## src/rtl/alu_pkg.sv

```systemverilog
// Shared opcode constants, FSM state type and opcode classification
// for the multi-cycle ALU.
package alu_pkg;

    localparam logic [3:0] OP_ADD  = 4'h0;
    localparam logic [3:0] OP_SUB  = 4'h1;
    localparam logic [3:0] OP_AND  = 4'h2;
    localparam logic [3:0] OP_OR   = 4'h3;
    localparam logic [3:0] OP_NAND = 4'h4;
    localparam logic [3:0] OP_NOR  = 4'h5;
    localparam logic [3:0] OP_XOR  = 4'h6;
    localparam logic [3:0] OP_XNOR = 4'h7;
    localparam logic [3:0] OP_ID   = 4'h8;
    localparam logic [3:0] OP_NOT  = 4'h9;
    localparam logic [3:0] OP_LRS  = 4'hA;
    localparam logic [3:0] OP_ARS  = 4'hB;
    localparam logic [3:0] OP_RR   = 4'hC;
    localparam logic [3:0] OP_LLS  = 4'hD;
    localparam logic [3:0] OP_ALS  = 4'hE;
    localparam logic [3:0] OP_RL   = 4'hF;

    typedef enum logic [1:0] {
        IDLE  = 2'd0,
        SHIFT = 2'd1,
        DONE  = 2'd2
    } state_t;

    function automatic logic is_shift(input logic [3:0] op);
        return (op >= OP_LRS);
    endfunction

endpackage

```

## src/rtl/alu_comb_unit.sv

```systemverilog
// Combinational datapath: single-cycle ops with signed overflow, plus the
// 1-bit step applied to the work register during iterative shifts/rotates.
module alu_comb_unit
    import alu_pkg::*;
#(
    parameter int WIDTH = 16
) (
    input  logic [3:0]       op_i,
    input  logic [WIDTH-1:0] a_i,
    input  logic [WIDTH-1:0] b_i,
    input  logic [3:0]       step_op_i,
    input  logic [WIDTH-1:0] work_i,
    output logic [WIDTH-1:0] res_o,
    output logic             v_o,
    output logic [WIDTH-1:0] step_o
);

    localparam int MSB = WIDTH - 1;

    // Single-cycle result and overflow; shift ops pass A through (amount-0 case)
    always_comb begin
        res_o = '0;
        v_o   = 1'b0;
        case (op_i)
            OP_ADD: begin
                res_o = a_i + b_i;
                v_o   = (a_i[MSB] == b_i[MSB]) && (res_o[MSB] != a_i[MSB]);
            end
            OP_SUB: begin
                res_o = a_i - b_i;
                v_o   = (a_i[MSB] != b_i[MSB]) && (res_o[MSB] != a_i[MSB]);
            end
            OP_AND:  res_o = a_i & b_i;
            OP_OR:   res_o = a_i | b_i;
            OP_NAND: res_o = ~(a_i & b_i);
            OP_NOR:  res_o = ~(a_i | b_i);
            OP_XOR:  res_o = a_i ^ b_i;
            OP_XNOR: res_o = ~(a_i ^ b_i);
            OP_ID:   res_o = a_i;
            OP_NOT:  res_o = ~a_i;
            default: res_o = a_i;
        endcase
    end

    // One-bit shift/rotate step on the work register
    always_comb begin
        step_o = work_i;
        case (step_op_i)
            OP_LRS:          step_o = {1'b0, work_i[MSB:1]};
            OP_ARS:          step_o = {work_i[MSB], work_i[MSB:1]};
            OP_RR:           step_o = {work_i[0], work_i[MSB:1]};
            OP_LLS, OP_ALS:  step_o = {work_i[MSB-1:0], 1'b0};
            OP_RL:           step_o = {work_i[MSB-1:0], work_i[MSB]};
            default:         step_o = work_i;
        endcase
    end

endmodule

```

## src/rtl/alu_seq.sv

```systemverilog
// Multi-cycle ALU with valid/ready handshakes: single-cycle ops finish in one
// cycle, shifts/rotates iterate one bit per cycle; result and Z/N/V registered.
module alu_seq
    import alu_pkg::*;
#(
    parameter int WIDTH      = 16,
    parameter int SHIFT_BY_B = 1
) (
    input  logic             clk,
    input  logic             reset,
    input  logic             in_valid,
    output logic             in_ready,
    input  logic [3:0]       in_op,
    input  logic [WIDTH-1:0] in_a,
    input  logic [WIDTH-1:0] in_b,
    output logic             out_valid,
    input  logic             out_ready,
    output logic [WIDTH-1:0] out_c,
    output logic             out_v,
    output logic             out_z,
    output logic             out_n
);

    localparam int SHAMT_W = $clog2(WIDTH);

    state_t             state_q, state_d;
    logic [SHAMT_W-1:0] cnt_q, cnt_d;
    logic [WIDTH-1:0]   work_q, work_d;
    logic [3:0]         op_q, op_d;
    logic [WIDTH-1:0]   c_q, c_d;
    logic               v_q, v_d, z_q, z_d, n_q, n_d;

    logic [SHAMT_W-1:0] amt_s;
    logic [WIDTH-1:0]   res_s, step_s;
    logic               ovf_s;

    assign amt_s = (SHIFT_BY_B != 0) ? in_b[SHAMT_W-1:0] : SHAMT_W'(1);

    alu_comb_unit #(.WIDTH(WIDTH)) u_comb (
        .op_i      (in_op),
        .a_i       (in_a),
        .b_i       (in_b),
        .step_op_i (op_q),
        .work_i    (work_q),
        .res_o     (res_s),
        .v_o       (ovf_s),
        .step_o    (step_s)
    );

    // Next-state, iteration and result-capture logic
    always_comb begin
        state_d = state_q;
        cnt_d   = cnt_q;
        work_d  = work_q;
        op_d    = op_q;
        c_d     = c_q;
        v_d     = v_q;
        z_d     = z_q;
        n_d     = n_q;
        case (state_q)
            IDLE: begin
                if (in_valid) begin
                    op_d = in_op;
                    if (is_shift(in_op) && (amt_s != '0)) begin
                        work_d  = in_a;
                        cnt_d   = amt_s;
                        state_d = SHIFT;
                    end else begin
                        c_d     = res_s;
                        v_d     = ovf_s;
                        z_d     = (res_s == '0);
                        n_d     = res_s[WIDTH-1];
                        state_d = DONE;
                    end
                end else begin
                    state_d = IDLE;
                end
            end
            SHIFT: begin
                work_d = step_s;
                cnt_d  = cnt_q - SHAMT_W'(1);
                // Final step lands straight in the output register
                if (cnt_q == SHAMT_W'(1)) begin
                    c_d     = step_s;
                    v_d     = 1'b0;
                    z_d     = (step_s == '0);
                    n_d     = step_s[WIDTH-1];
                    state_d = DONE;
                end else begin
                    state_d = SHIFT;
                end
            end
            DONE: begin
                if (out_ready) begin
                    state_d = IDLE;
                end else begin
                    state_d = DONE;
                end
            end
            default: state_d = IDLE;
        endcase
    end

    // State and datapath registers with synchronous reset
    always_ff @(posedge clk) begin
        if (reset) begin
            state_q <= IDLE;
            cnt_q   <= '0;
            work_q  <= '0;
            op_q    <= OP_ADD;
            c_q     <= '0;
            v_q     <= 1'b0;
            z_q     <= 1'b0;
            n_q     <= 1'b0;
        end else begin
            state_q <= state_d;
            cnt_q   <= cnt_d;
            work_q  <= work_d;
            op_q    <= op_d;
            c_q     <= c_d;
            v_q     <= v_d;
            z_q     <= z_d;
            n_q     <= n_d;
        end
    end

    assign in_ready  = (state_q == IDLE);
    assign out_valid = (state_q == DONE);
    assign out_c     = c_q;
    assign out_v     = v_q;
    assign out_z     = z_q;
    assign out_n     = n_q;

endmodule

```

## config.mk

```make
export PLATFORM = sky130hd
export DESIGN_NAME = alu_seq
export DESIGN_NICKNAME = d
export VERILOG_FILES = /design/src/rtl/alu_pkg.sv /design/src/rtl/alu_comb_unit.sv /design/src/rtl/alu_seq.sv
export SDC_FILE = /design/constraint.sdc
export NUM_CORES = 1
export LEC_CHECK = 0
export BUFFER_PORTS_ARGS = -buffer_cell sky130_fd_sc_hd__buf_4
export CORE_MARGIN = 10
export CORE_UTILIZATION = 24
export CTS_BUF_LIST = sky130_fd_sc_hd__clkbuf_2
export CTS_CLUSTER_DIAMETER = 30
export DETAILED_ROUTE_END_ITERATION = 6
export GPL_TIMING_DRIVEN = 0
export SYNTH_ARGS = -nofsm -noshare
export SYNTH_HDL_FRONTEND = slang
export SYNTH_HIERARCHICAL = 1
export SYNTH_SLANG_ARGS = --single-unit
```

## constraint.sdc

```tcl
create_clock -name clk -period 3.35 [get_ports clk]
set_clock_uncertainty 0.2 [all_clocks]
set_input_delay 0.5025 -clock clk [delete_from_list [all_inputs] [get_ports clk]]
set_output_delay 0.5025 -clock clk [all_outputs]
set_load 0.05 [all_outputs]
```

======== Word-level counts from Yosys, hierarchy flattened ========
Cells that the tools add are included.
cells by class
  $add $sub $neg .......................... 3
  order comparisons ....................... 1
  equal/unequal tests ..................... 25
  multiplexer cells ....................... 30
  bitwise logic cells ..................... 7
  reductions and logical operators ........ 13
operator list
  operator              number
  $pmux W16 S9          1
  $mux W16              5
  $pmux W16 S5          1
  $not A16 Y16          4
  $pmux W16 S2          2
  $logic_not A16 Y1     2
  $eq A4 B4 Y1 const B  7
  $add A16 B16 Y16      1
  $and A16 B16 Y16      1
  $eq A4 B3 Y1 const B  4
  $or A16 B16 Y16       1
  $sub A16 B16 Y16      1
  $xor A16 B16 Y16      1
  $mux W1               9
  $eq A4 B1 Y1 const B  2
  $eq A4 B2 Y1 const B  2
  $mux W2               4
  $mux W4               2
  $pmux W1 S2           4
  $pmux W4 S2           1
  $ne A2 B2 Y1 const B  3
  $pmux W2 S3           1
  $ge A4 B4 Y1 const B  1
  $logic_not A4 Y1      1
  14 further kinds      18
storage, ports and cells
  flip-flop bits (word level) ............. 45
  bits of input ports ..................... 40
  output and inout bits ................... 21
  word-level logic and storage cells ...... 87

======== Depth between registers and ports, before layout ========
Gate-level depths: netlist of run 1.
  word-level depth ........................ 7
  gate-level depth with buffers ........... 15
  depth with buffers taken out ............ 15

======== Modules after synthesis ========
Netlist of run 1, hierarchy kept.
modules (own cells, without submodules)
  module         instances  cells each  area an instance (um^2)  seq. area each (um^2)
  alu_comb_unit  1          558         3,590.9                  0.0
  alu_seq        1          265         2,159.6                  880.8

======== Least setup slack after synthesis of run 1 ========
No wires, ideal clock.
  path type ............................... input -> register
  from .................................... input in_a[9]
  to ...................................... register z_q, in the netlist out_z
  library setup time ...................... 91 ps
  data arrival time ....................... 3,250 ps
  data required time ...................... 3,059 ps
  setup slack ............................. -191 ps
  cell stages on the path ................. 14
  path buffers ............................ 1
  path through ............................ inv_1 -> ha_1 -> buf_6 -> inv_4 -> a221o_1 -> a211o_1 -> a221oi_4 -> a22oi_2 -> mux2_4 -> o32a_1 -> nor4_1 -> and3_1 -> nand3_1 -> a311oi_1
on the way
  elaborated cells on any way between the ends .. 14
  classes of those cells .................. add/sub (2); mux (4); bitwise (7); reduce/logical (1)
RTL lines
  item                                                         line                                      text
  from (decl)                                                  alu_seq.sv:14                             input logic [WIDTH-1:0] in_a,
  $sub A16 B16 Y16 / $add A16 B16 Y16 (equally long branches)  alu_comb_unit.sv:30, alu_comb_unit.sv:26
  $pmux W16 S9 *                                               alu_comb_unit.sv:24                       case (op_i)
  net res_s[15]                                                alu_seq.sv:34                             logic [WIDTH-1:0] res_s, step_s;
  $logic_not A16 Y1 *                                          alu_seq.sv:71                             z_d = (res_s == '0);
  $mux W1 *                                                    alu_seq.sv:64                             if (is_shift(in_op) && (amt_s != '0)) begin
  $mux W1 *                                                    alu_seq.sv:62                             if (in_valid) begin
  $pmux W1 S2 *                                                alu_seq.sv:60                             case (state_q)
  to (signal assigned)                                         alu_seq.sv:122                            z_q <= z_d;
  to (decl)                                                    alu_seq.sv:31                             logic v_q, v_d, z_q, z_d, n_q, n_d;
Mark *: on every way through the listed nets, which the timed path passes. The rest lies on a longest branch. The select of a mux whose other input is x is not followed.
A chain may end at the register's enable or synchronous reset.

======== Worst setup path in the final report of run 1 ========
  from .................................... input in_b[0]
  to ...................................... register z_q, in the netlist out_z
on the way
  elaborated cells on any way between the ends .. 17
  classes of those cells .................. add/sub (2); eq/ne (1); mux (4); bitwise (6); reduce/logical (4)
RTL lines
  item                                                         line                                      text
  from (decl)                                                  alu_seq.sv:15                             input logic [WIDTH-1:0] in_b,
  $sub A16 B16 Y16 / $add A16 B16 Y16 (equally long branches)  alu_comb_unit.sv:30, alu_comb_unit.sv:26
  $pmux W16 S9 *                                               alu_comb_unit.sv:24
  net res_s[14]                                                alu_seq.sv:34
  $logic_not A16 Y1 *                                          alu_seq.sv:71
  $mux W1 *                                                    alu_seq.sv:64
  $mux W1 *                                                    alu_seq.sv:62
  $pmux W1 S2 *                                                alu_seq.sv:60
Marks and branches as above.

==> flow_metrics.py, run 1 <==
metrics = {
    "setup_path": {
        "r2r_slack_ns": 0.36,
        "critPathSlowestCell": "a2111o_1",
        "path_cells": "buf_12 -> ha_4 -> inv_4 -> fa_2 -> and2b_2 -> o2111ai_4 -> a31o_4 -> a2111o_1 -> a32o_2 -> or3_1 -> nand3_2 -> nor4_2 -> and3_1 -> nand3_2 -> a311oi_2",
        "cp.arrival_ns": 3.50,
        "end_kind": "flip-flop",
        "cp.required_ns": 3.46,
        "critPathBufInv": 2,
        "critPathLaunchType": "input pin",
        "cp_common_cell": "nand3_2",
        "crit_fanout": 3,
        "crit_type": "in2reg",
        "cp_slowest_stage_delay_ns": 0.44,
        "cp_top_family": "compound AO/OA/AOI/OAI gates",
    },
    "global_routing": {
        "antenna_found_initial": 0,
        "grt-ovfl-total": 0,
        "grt_first_pass_wirelength_mm": 35.3,
        "grt_pass1_vias": 6222,
        "grt_use_total_pct": 14.1,
        "grt_max_degree": 14,
    },
    "drt": {
        "dr.pass1.iters": 6,
        "vias_per_cell": 5.39,
        "drt-total-wl_mm": 23.0,
        "final_antenna_net_count": 0,
        "drtIter0Drc": 791,
        "num_vias": 6634,
        "routedWlPerCell_um": 18.7,
        "drc": 0,
    },
    "timing": {
        "period_minus_slack_ns": 3.39,
        "drv_slew": 0,
        "setup_viol": 1,
        "rsz0062_at_grt": "true",
        "fmax_mhz": 295,
        "finalHoldViolations": 0,
        "holdWs_ns": 0.138,
        "worstMarginPinSlew_ns": 0.789,
        "fin_crit_sh_pct": 101,
        "setup_ws_ns": -0.0424,
        "maxSlewHeadroom_pct": 47.1,
    },
    "floorplan": {
        "coreArea_mm2": 0.0235,
        "die_y_um": 175,
        "initial_core_util_pct": 24.4,
        "die_x_um": 175,
        "pin_count": 61,
        "num_rows": 56,
        "die-area_mm2": 0.0306,
    },
    "pwr": {
        "combPwrFrac_pct": 56.0,
        "intPower_mw": 1.16,
        "p_sw_mw": 0.940,
        "leakagePower_nw": 2.94,
        "seqPwrFrac_pct": 29.7,
        "swShare_pct": 44.8,
        "power_per_cell_area_mw_per_mm2": 291,
        "p_clk_share_pct": 14.3,
        "ir_drop_mv": 0.165,
    },
    "cells_and_area": {
        "drive_gt1_share_pct": 21.7,
        "finalNetCount": 1002,
        "seq_area_um2": 881,
        "final_common_cell": "nand2_1",
        "diodes": 0,
        "final_cell_mix": "nand2_1, buf_4, nor2_1",
        "fillers": 2586,
        "multi_input_area_mm2": 0.00458,
        "final_cell_area_mm2": 0.00722,
        "final_cells": 1231,
        "area_delta_synth_final_pct": 25.6,
    },
    "placed_design": {
        "port_buffers": 60,
        "gp_congestion": 0.952,
        "dpl-instance-area_mm2": 0.00660,
        "place_inst": 1202,
        "dp_hpwl_mm": 17.6,
    },
    "yosys": {
        "synth_area_per_cell_um2": 6.99,
        "synth_nets": 914,
        "synthArstFlopShare_pct": 0,
        "yosysTopAreaCellShare_pct": 15.3,
        "yosys_most_used_dff": "dfxtp_1",
        "ys_ff_latch": 44,
        "synth_edf_count": 0,
        "synth_cell_types": 79,
        "yosys_warnings": 6,
        "yosysTopAreaCell": "dfxtp_1",
        "ys_seq_area_share_pct": 15.3,
        "netlist_top_cells_area": "dfxtp_1, ha_1, nand2_1, a21oi_1, o21ai_0",
        "syn_inst": 823,
        "syn_area_mm2": 0.00575,
    },
    "clock_tree": {
        "cts_sinks": 44,
        "cts_tree": "yes",
        "ctsHoldBuffers": 0,
        "cts_inserted_buffers": 5,
        "clk_latency_ns": 0.42,
        "path_clk_slew_ns": 0.23,
        "clockBufferDepth": 2,
        "cts_root_buf": "clkbuf_2",
        "htree_levels": 2,
    },
    "status": {
        "status": "finished with violations",
        "violations": "negative setup slack",
    },
    "run": {
        "max-cap-violations": 0,
    },
    "hold_path": {
        "hp-class": "in2reg",
    },
}
## tightest hold or removal path: stages
cell     delay (ns)
buf_6          0.12
nand2_1        0.06
a31oi_1        0.07
## final cells by class
| class | instances | share of cell area, % |
|---|---|---|
| Multi-Input combinational cell | 642 | 63.5 |
| Tap cell | 319 | 5.53 |
| Sequential cell | 44 | 12.2 |
| Timing Repair Buffer | 87 | 9.70 |
| Clock inverter | 2 | 0.485 |
| Buffer | 58 | 4.21 |
| Inverter | 73 | 4.00 |
| Clock buffer | 6 | 0.416 |
## power groups by stage
| stage | sequential, mW | clock, mW | combinational (mW) |
|---|---|---|---|
| final | 0.624 | 0.301 | 1.18 |
| after CTS | 0.624 | 0.309 | 1.10 |
| after detailed placement | 0.635 | 0 | 1.03 |
| after global routing | 0.632 | 0.323 | 1.27 |
| after global placement | 0.634 | 0 | 1.03 |
| after floorplan | 0.705 | 0 | 0.637 |
## sequential cells by signal (all words and copies together), names as in the netlist
| name | cells |
|---|---|
| state_q | 2 |
| out_c | 16 |
| op_q | 4 |
| work_q | 16 |
| out_z | 1 |
| cnt_q | 4 |
| out_v | 1 |
## metrics by stage
step	TNS [ns]	util (%)	setup WS, ns	power, mW
global route	-0.148	30.7	-0.148	2.22
floorplan	-0.0965	-	-0.0965	1.34
global placement	-9.36	28.0	-1.22	1.66
CTS	-0.239	29.6	-0.239	2.03
detailed placement	-9.25	28.0	-1.25	1.66
finish	-0.0424	30.7	-0.0424	2.10
## synthesized netlist by cell type (4+ instances only)
cell type  instances
a221o_1            5
a32oi_1            4
ha_1              49
o32a_1             7
mux2_2             7
o31ai_1            5
buf_6              5
nand3_1           18
a22oi_1            4
nand2_1           99
a21oi_1           58
o211ai_1           6
and3_1             6
nand2b_1          14
nor3_1            34
a31oi_1           22
o21a_1             4
buf_1              5
buf_4              5
inv_1             71
or3_1              4
dfxtp_1           44
o21ai_0           57
mux2i_1           17
xnor2_1           11
o21bai_1           5
clkbuf_1          41
nor2_1            70
a222oi_1          15
a211oi_1           9
a311oi_2           6
nor4_1             9
o221ai_1           5
o22ai_1            6
a311oi_1          17
buf_2              7
nor2b_1            9
nor3b_1            4
## per-layer routing
metal	vias to the layer above	GRT usage (%)	wire length [µm]
met5	-	0	0
met4	0	4.10	308
met1	3083	19.0	10100
li1	3172	-	-
met2	352	22.7	10500
met3	27	2.05	2160
## final timing paths
kind,start,to,cells past startpoint
hold reg to reg,cnt_q[1]$_SDFFE_PP0P_,cnt_q[1]$_SDFFE_PP0P_,2
hold / removal,in_a[8],work_q[8]$_SDFFE_PP0P_,3
setup / recovery,in_b[0],out_z$_SDFFE_PP0P_,15
setup reg to reg,op_q[1]$_SDFFE_PP0P_,out_z$_SDFFE_PP0P_,10
## what timing repair did
| item | 4_1_cts | 5_1_grt |
|---|---|---|
| endpoints found under the setup margin | 11 | 6 |
| gates resized for setup | 47 | 56 |
| setup buffers | 17 | 10 |
| pin swaps | 22 | 37 |
## cell families after synthesis
family	share of synthesized area, %
AO/OA/AOI/OAI	32.5
XOR/XNOR	1.83
adder cells (fa/ha/maj)	11.4
buffers and inverters	10.1
flip-flops	15.3
multiplexers	4.98
AND/OR/NAND/NOR	23.8
No activity file was read; power rests on OpenSTA's default activity.
==> run 2: changes to the inputs <==
--- a/config.mk
+++ b/config.mk
@@ -6,12 +6,12 @@
 export NUM_CORES = 1
 export LEC_CHECK = 0
 export BUFFER_PORTS_ARGS = -buffer_cell sky130_fd_sc_hd__buf_4
-export CORE_MARGIN = 10
-export CORE_UTILIZATION = 24
+export CORE_UTILIZATION = 56
 export CTS_BUF_LIST = sky130_fd_sc_hd__clkbuf_2
 export CTS_CLUSTER_DIAMETER = 30
 export DETAILED_ROUTE_END_ITERATION = 6
 export GPL_TIMING_DRIVEN = 0
+export PLACE_DENSITY = 0.8
 export SYNTH_ARGS = -nofsm -noshare
 export SYNTH_HDL_FRONTEND = slang
 export SYNTH_HIERARCHICAL = 1
==> run 2 against run 1 <==
Effect of this change: the run still ends with negative setup slack left; total power fell by 4.2%; die area decreased by 65%; critical path depth decreased by 4; combinational power is 8% lower; sequential power is essentially flat; hold slack got worse by 0.028 ns; clock-buffer cell count is 1 lower; core utilization is 36 points higher; critical path type unchanged; highest routed layer unchanged.
==> flow_metrics.py, run 2 (synthesis gave the netlist of run 1 again) <==
metrics = {
    "global_routing": {
        "grt-ovfl-total": 0,
        "grt_pass1_vias": 6360,
        "met1_usage_pct": 48.2,
        "use_met3_pct": 6.18,
        "grt_max_degree": 14,
        "grt_first_pass_wirelength_mm": 32.3,
        "gr-max-usage-layer": "met2",
        "grt_use_total_pct": 39.5,
        "antenna_found_initial": 0,
        "met2_usage_pct": 66.8,
    },
    "timing": {
        "finalHoldViolations": 0,
        "setup_ws_ns": -0.226,
        "setup_viol": 1,
        "fin_crit_sh_pct": 107,
        "drv_slew": 0,
        "worstMarginPinSlew_ns": 0.647,
        "rsz0062_at_grt": "true",
        "period_minus_slack_ns": 3.58,
        "holdWs_ns": 0.110,
        "fmax_mhz": 280,
        "maxSlewHeadroom_pct": 56.9,
    },
    "drt": {
        "routedWlPerCell_um": 20.5,
        "drt-total-wl_mm": 21.0,
        "drtIter0Drc": 903,
        "final_antenna_net_count": 0,
        "drc": 0,
        "num_vias": 6847,
        "vias_per_cell": 6.68,
        "dr.pass1.iters": 7,
    },
    "clock_tree": {
        "cts_tree": "yes",
        "path_clk_slew_ns": 0.22,
        "cts_sinks": 44,
        "cts_inserted_buffers": 5,
        "cts_root_buf": "clkbuf_2",
        "htree_levels": 2,
        "clockBufferDepth": 2,
        "clk_latency_ns": 0.44,
    },
    "setup_path": {
        "cp_slowest_stage_delay_ns": 0.52,
        "r2r_start": "op_q[1]$_SDFFE_PP0P_",
        "cp.required_ns": 3.51,
        "worst_r2r_endpoint": "out_z$_SDFFE_PP0P_",
        "cp.arrival_ns": 3.73,
        "path_cells": "buf_4 -> clkbuf_1 -> clkbuf_1 -> clkbuf_1 -> o21ai_0 -> a222oi_1 -> a21oi_1 -> nor4_2 -> and3_1 -> nand3_2 -> a311oi_1",
        "crit_type": "in2reg",
        "critPathBufInv": 4,
        "crit_fanout": 10,
        "r2r_cells": 10,
        "path_depth": 11,
        "cp_common_cell": "clkbuf_1",
        "critPathLaunchType": "input pin",
        "critPathSlowestCell": "clkbuf_1",
        "end_kind": "flip-flop",
        "cp_top_family": "buffers and inverters",
        "r2r_slack_ns": 0.40,
    },
    "placed_design": {
        "port_buffers": 60,
        "gp_congestion": 0.969,
        "place_inst": 1016,
        "dpl-instance-area_mm2": 0.00637,
        "dp_hpwl_mm": 16.2,
    },
    "cells_and_area": {
        "multi_input_area_mm2": 0.00443,
        "finalNetCount": 982,
        "final_cell_mix": "nand2_1, nor2_1, inv_1",
        "final_cells": 1025,
        "fillers": 899,
        "diodes": 0,
        "drive_gt1_share_pct": 16.8,
        "seq_area_um2": 881,
        "area_delta_synth_final_pct": 14.8,
        "final_cell_area_mm2": 0.00660,
        "final_common_cell": "nand2_1",
    },
    "pwr": {
        "p_sw_mw": 0.915,
        "intPower_mw": 1.10,
        "power_per_cell_area_mw_per_mm2": 305,
        "seqPwrFrac_pct": 31.1,
        "p_clk_share_pct": 14.8,
        "ir_drop_mv": 0.230,
        "swShare_pct": 45.5,
        "leakagePower_nw": 2.79,
        "p_total_mw": 2.01,
        "combPwrFrac_pct": 54.1,
    },
    "floorplan": {
        "die-area_mm2": 0.0107,
        "die_y_um": 103,
        "initial_core_util_pct": 58.3,
        "die_x_um": 103,
        "coreArea_mm2": 0.00986,
        "pin_count": 61,
        "num_rows": 36,
    },
    "status": {
        "status": "finished with violations",
        "violations": "negative setup slack",
    },
    "hold_path": {
        "hold_depth": 3,
        "hold_start": "in_op[0]",
        "hp-class": "in2reg",
        "min_to": "op_q[0]$_SDFFE_PP0P_",
    },
    "run": {
        "max-cap-violations": 0,
    },
}
==> run 2: cell type report <==
| cell class | instances | area share [%] |
|---|---|---|
| Sequential cell | 44 | 13.3 |
| Buffer | 62 | 4.74 |
| Clock inverter | 3 | 0.568 |
| Inverter | 73 | 4.19 |
| Multi-Input combinational cell | 642 | 67.1 |
| Tap cell | 133 | 2.52 |
| Timing Repair Buffer | 63 | 7.22 |
| Clock buffer | 5 | 0.379 |
==> run 2: timing repair <==
item                       4_1_cts  5_1_grt
setup endpoints to repair        9        7
pin swaps                        3       10
resized for setup               26       22
setup buffers                    1        1
hold buffers                     0        0
==> run 2: worst max path at each step <==
stage | from | endpoint | slack, ns
final | in_op[1] | out_z$_SDFFE_PP0P_ | -0.23
after global routing | in_a[0] | out_z$_SDFFE_PP0P_ | -0.34
after CTS | in_a[9] | out_z$_SDFFE_PP0P_ | -0.16
after detailed placement | in_a[0] | out_z$_SDFFE_PP0P_ | -1.01
after global placement | in_a[0] | out_z$_SDFFE_PP0P_ | -1.00
after floorplan | in_a[9] | out_z$_SDFFE_PP0P_ | -0.1
==> run 2: metrics by stage <==
stage                     util [%]  TNS, ns  setup WS (ns)
after CTS                     66.2   -0.156         -0.156
after global placement        64.5    -7.29          -1.00
after global routing          66.9   -0.460         -0.339
final                         66.9   -0.226         -0.226
after floorplan                  -  -0.0965        -0.0965
after detailed placement      64.5    -7.90          -1.01
==> run 2: metal layers <==
layer	part of all wire, %	vias up
met4	4.9	0
met3	9.5	96
li1	-	3134
met1	39	3147
met5	0	-
met2	47	470
==> run 2: worst min-delay path, stage by stage <==
cell and delay [ns]:
buf_4 0.10, mux2i_1 0.06, nor2_1 0.07
==> run 2: power groups by stage <==
| stage | combinational, mW | clock, mW | sequential [mW] |
|---|---|---|---|
| floorplan | 0.637 | 0 | 0.705 |
| global placement | 0.997 | 0 | 0.632 |
| detailed placement | 1.02 | 0 | 0.635 |
| CTS | 1.04 | 0.299 | 0.624 |
| global route | 1.16 | 0.321 | 0.635 |
| finish | 1.09 | 0.298 | 0.626 |
==> run 3: changes to the inputs <==
--- a/config.mk
+++ b/config.mk
@@ -11,7 +11,7 @@
 export CTS_CLUSTER_DIAMETER = 30
 export DETAILED_ROUTE_END_ITERATION = 6
 export GPL_TIMING_DRIVEN = 0
-export PLACE_DENSITY = 0.8
+export PLACE_DENSITY = 0.89
 export SYNTH_ARGS = -nofsm -noshare
 export SYNTH_HDL_FRONTEND = slang
 export SYNTH_HIERARCHICAL = 1
==> run 3 against run 2 <==
Effect of this change: worst setup slack gained 0.022 ns; combinational power barely moved; global-route usage shrank 2.0 points; highest routed layer unchanged; routed wire length fell by 5.3%; first-iteration DRC count grew 0.11%; design area fell by 0.87%; maximum frequency is 0.63% higher; non-clock buffer count fell by 2; clock-buffer cell count rose by 1; the flow finishes with violations (design-rule violations, negative setup slack); flip-flop and latch count unchanged.
==> flow_metrics.py, run 3 (synthesis gave the netlist of run 1 again) <==
metrics = {
    "status": {
        "status": "finished with violations",
        "violations": "design-rule violations, negative setup slack",
    },
    "setup_path": {
        "crit_type": "in2reg",
        "end_kind": "flip-flop",
        "critPathLaunchType": "input pin",
        "r2r_start": "op_q[1]$_SDFFE_PP0P_",
        "worst_r2r_endpoint": "out_z$_SDFFE_PP0P_",
        "cp.arrival_ns": 3.71,
        "r2r_slack_ns": 0.38,
        "crit_fanout": 10,
        "cp.required_ns": 3.51,
        "r2r_cells": 10,
    },
    "hold_path": {
        "min_to": "op_q[0]$_SDFFE_PP0P_",
        "hold_start": "in_op[0]",
        "hold_depth": 3,
        "hp-class": "in2reg",
    },
    "cells_and_area": {
        "area_delta_synth_final_pct": 13.8,
        "diodes": 0,
        "final_cell_area_mm2": 0.00655,
        "final_common_cell": "nand2_1",
        "final_cell_mix": "nand2_1, inv_1, nor2_1",
        "fin_util_pct": 66.4,
        "drive_gt1_share_pct": 15.3,
        "final_cells": 1023,
        "finalNetCount": 980,
    },
    "drt": {
        "vias_per_cell": 6.48,
        "drt-total-wl_mm": 19.9,
        "routedWlPerCell_um": 19.4,
        "num_vias": 6634,
        "dr.pass1.iters": 7,
        "final_antenna_net_count": 0,
        "drtIter0Drc": 904,
        "drc": 6,
    },
    "clock_tree": {
        "clk_latency_ns": 0.45,
        "cts_tree": "yes",
        "cts_root_buf": "clkbuf_2",
        "clockBufferDepth": 2,
        "htree_levels": 2,
        "cts_sinks": 44,
        "ctsHoldBuffers": 0,
        "path_clk_slew_ns": 0.23,
        "cts_inserted_buffers": 5,
    },
    "pwr": {
        "power_per_cell_area_mw_per_mm2": 305,
        "ir_drop_mv": 0.275,
        "leakagePower_nw": 2.79,
        "p_total_mw": 1.99,
    },
    "floorplan": {
        "num_rows": 36,
        "pin_count": 61,
        "die_x_um": 103,
        "die_y_um": 103,
        "die-area_mm2": 0.0107,
        "coreArea_mm2": 0.00986,
        "initial_core_util_pct": 58.3,
    },
    "global_routing": {
        "grt_first_pass_wirelength_mm": 30.8,
        "antenna_found_initial": 0,
        "grt_use_total_pct": 37.6,
        "grt_max_degree": 14,
        "grt-ovfl-total": 0,
        "grt_pass1_vias": 6114,
    },
    "timing": {
        "period_minus_slack_ns": 3.55,
        "setup_viol": 1,
        "setup_ws_ns": -0.204,
        "finalHoldViolations": 0,
        "maxSlewHeadroom_pct": 12.8,
        "rsz0062_at_grt": "true",
        "worstMarginPinSlew_ns": 1.30,
        "fmax_mhz": 281,
        "drv_slew": 0,
        "fin_crit_sh_pct": 106,
        "finalSetupTns_ns": -0.204,
    },
    "placed_design": {
        "port_buffers": 60,
        "gp_congestion": 1.02,
        "dp_hpwl_mm": 15.4,
        "dpl-instance-area_mm2": 0.00637,
        "place_inst": 1016,
    },
    "run": {
        "max-cap-violations": 0,
    },
}
[run 3: changes by cell type in the layout (fill, tap and decap cells not counted), sizes merged]
cell / change
clkbuf: -1
clkinv: -1
[run 3: layer usage]
metal / vias to the layer above / track usage (%) / part of all wire, % / wire length (µm)
met2: 437 / 64.6 / 46 / 9180
met5: - / 0 / 0 / 0
li1: 3133 / - / - / -
met1: 2999 / 46.6 / 40 / 8020
met4: 0 / 15.4 / 3.4 / 668
met3: 65 / 6.12 / 10 / 2000
[run 3: worst max-delay path by stage]
stage / from / endpoint / slack (ns)
final: in_a[9] / out_z$_SDFFE_PP0P_ / -0.20
after global routing: in_a[2] / out_z$_SDFFE_PP0P_ / -0.24
after CTS: in_b[0] / out_z$_SDFFE_PP0P_ / -0.16
after detailed placement: in_op[2] / out_z$_SDFFE_PP0P_ / -1.00
after global placement: in_op[2] / out_z$_SDFFE_PP0P_ / -1.02
after floorplan: in_a[9] / out_z$_SDFFE_PP0P_ / -0.1
[run 3: through the flow]
| step | setup slack (ns) | hold slack [ns] |
|---|---|---|
| floorplan | -0.0965 | 0.260 |
| global placement | -1.02 | 0.278 |
| detailed placement | -1.00 | 0.280 |
| CTS | -0.162 | 0.0799 |
| global route | -0.243 | 0.0820 |
| finish | -0.204 | 0.0886 |
[run 3: repair_timing]
| action | in CTS | in global routing |
|---|---|---|
| hold endpoints to repair | 0 | 0 |
| buffers inserted | 1 | 1 |
| endpoints found under the setup margin | 9 | 3 |
| pin swaps | 2 | 4 |
| resized for setup | 14 | 22 |
[run 3: report_power, final]
part | switching (mW) | internal (mW) | total, mW | leakage [nW]
sequential | 0.0481 | 0.577 | 0.625 | 0.362
combinational | 0.672 | 0.396 | 1.07 | 2.38
clock | 0.174 | 0.128 | 0.302 | 0.0430
[run 3: cell type report]
cell class / instances / area, µm²
well taps: 133 / 166
multi-input cells: 642 / 4380
clock buffers: 6 / 30.0
clock inverters: 2 / 35.0
fillers: 914 / 3320
flip-flops and latches: 44 / 881
plain buffers: 61 / 310
inverters: 73 / 277
repair buffers: 62 / 469
[run 3: worst max-delay path, cell delays in order]
cell      delay (ns)
buf_6           0.11
inv_2           0.05
ha_1            0.28
buf_6           0.15
inv_4           0.05
a221o_1         0.35
a211o_1         0.31
a221oi_4        0.36
a22oi_2         0.13
mux2_4          0.31
o32a_1          0.40
nor4_2          0.19
and3_1          0.20
nand3_1         0.09
a311oi_1        0.22
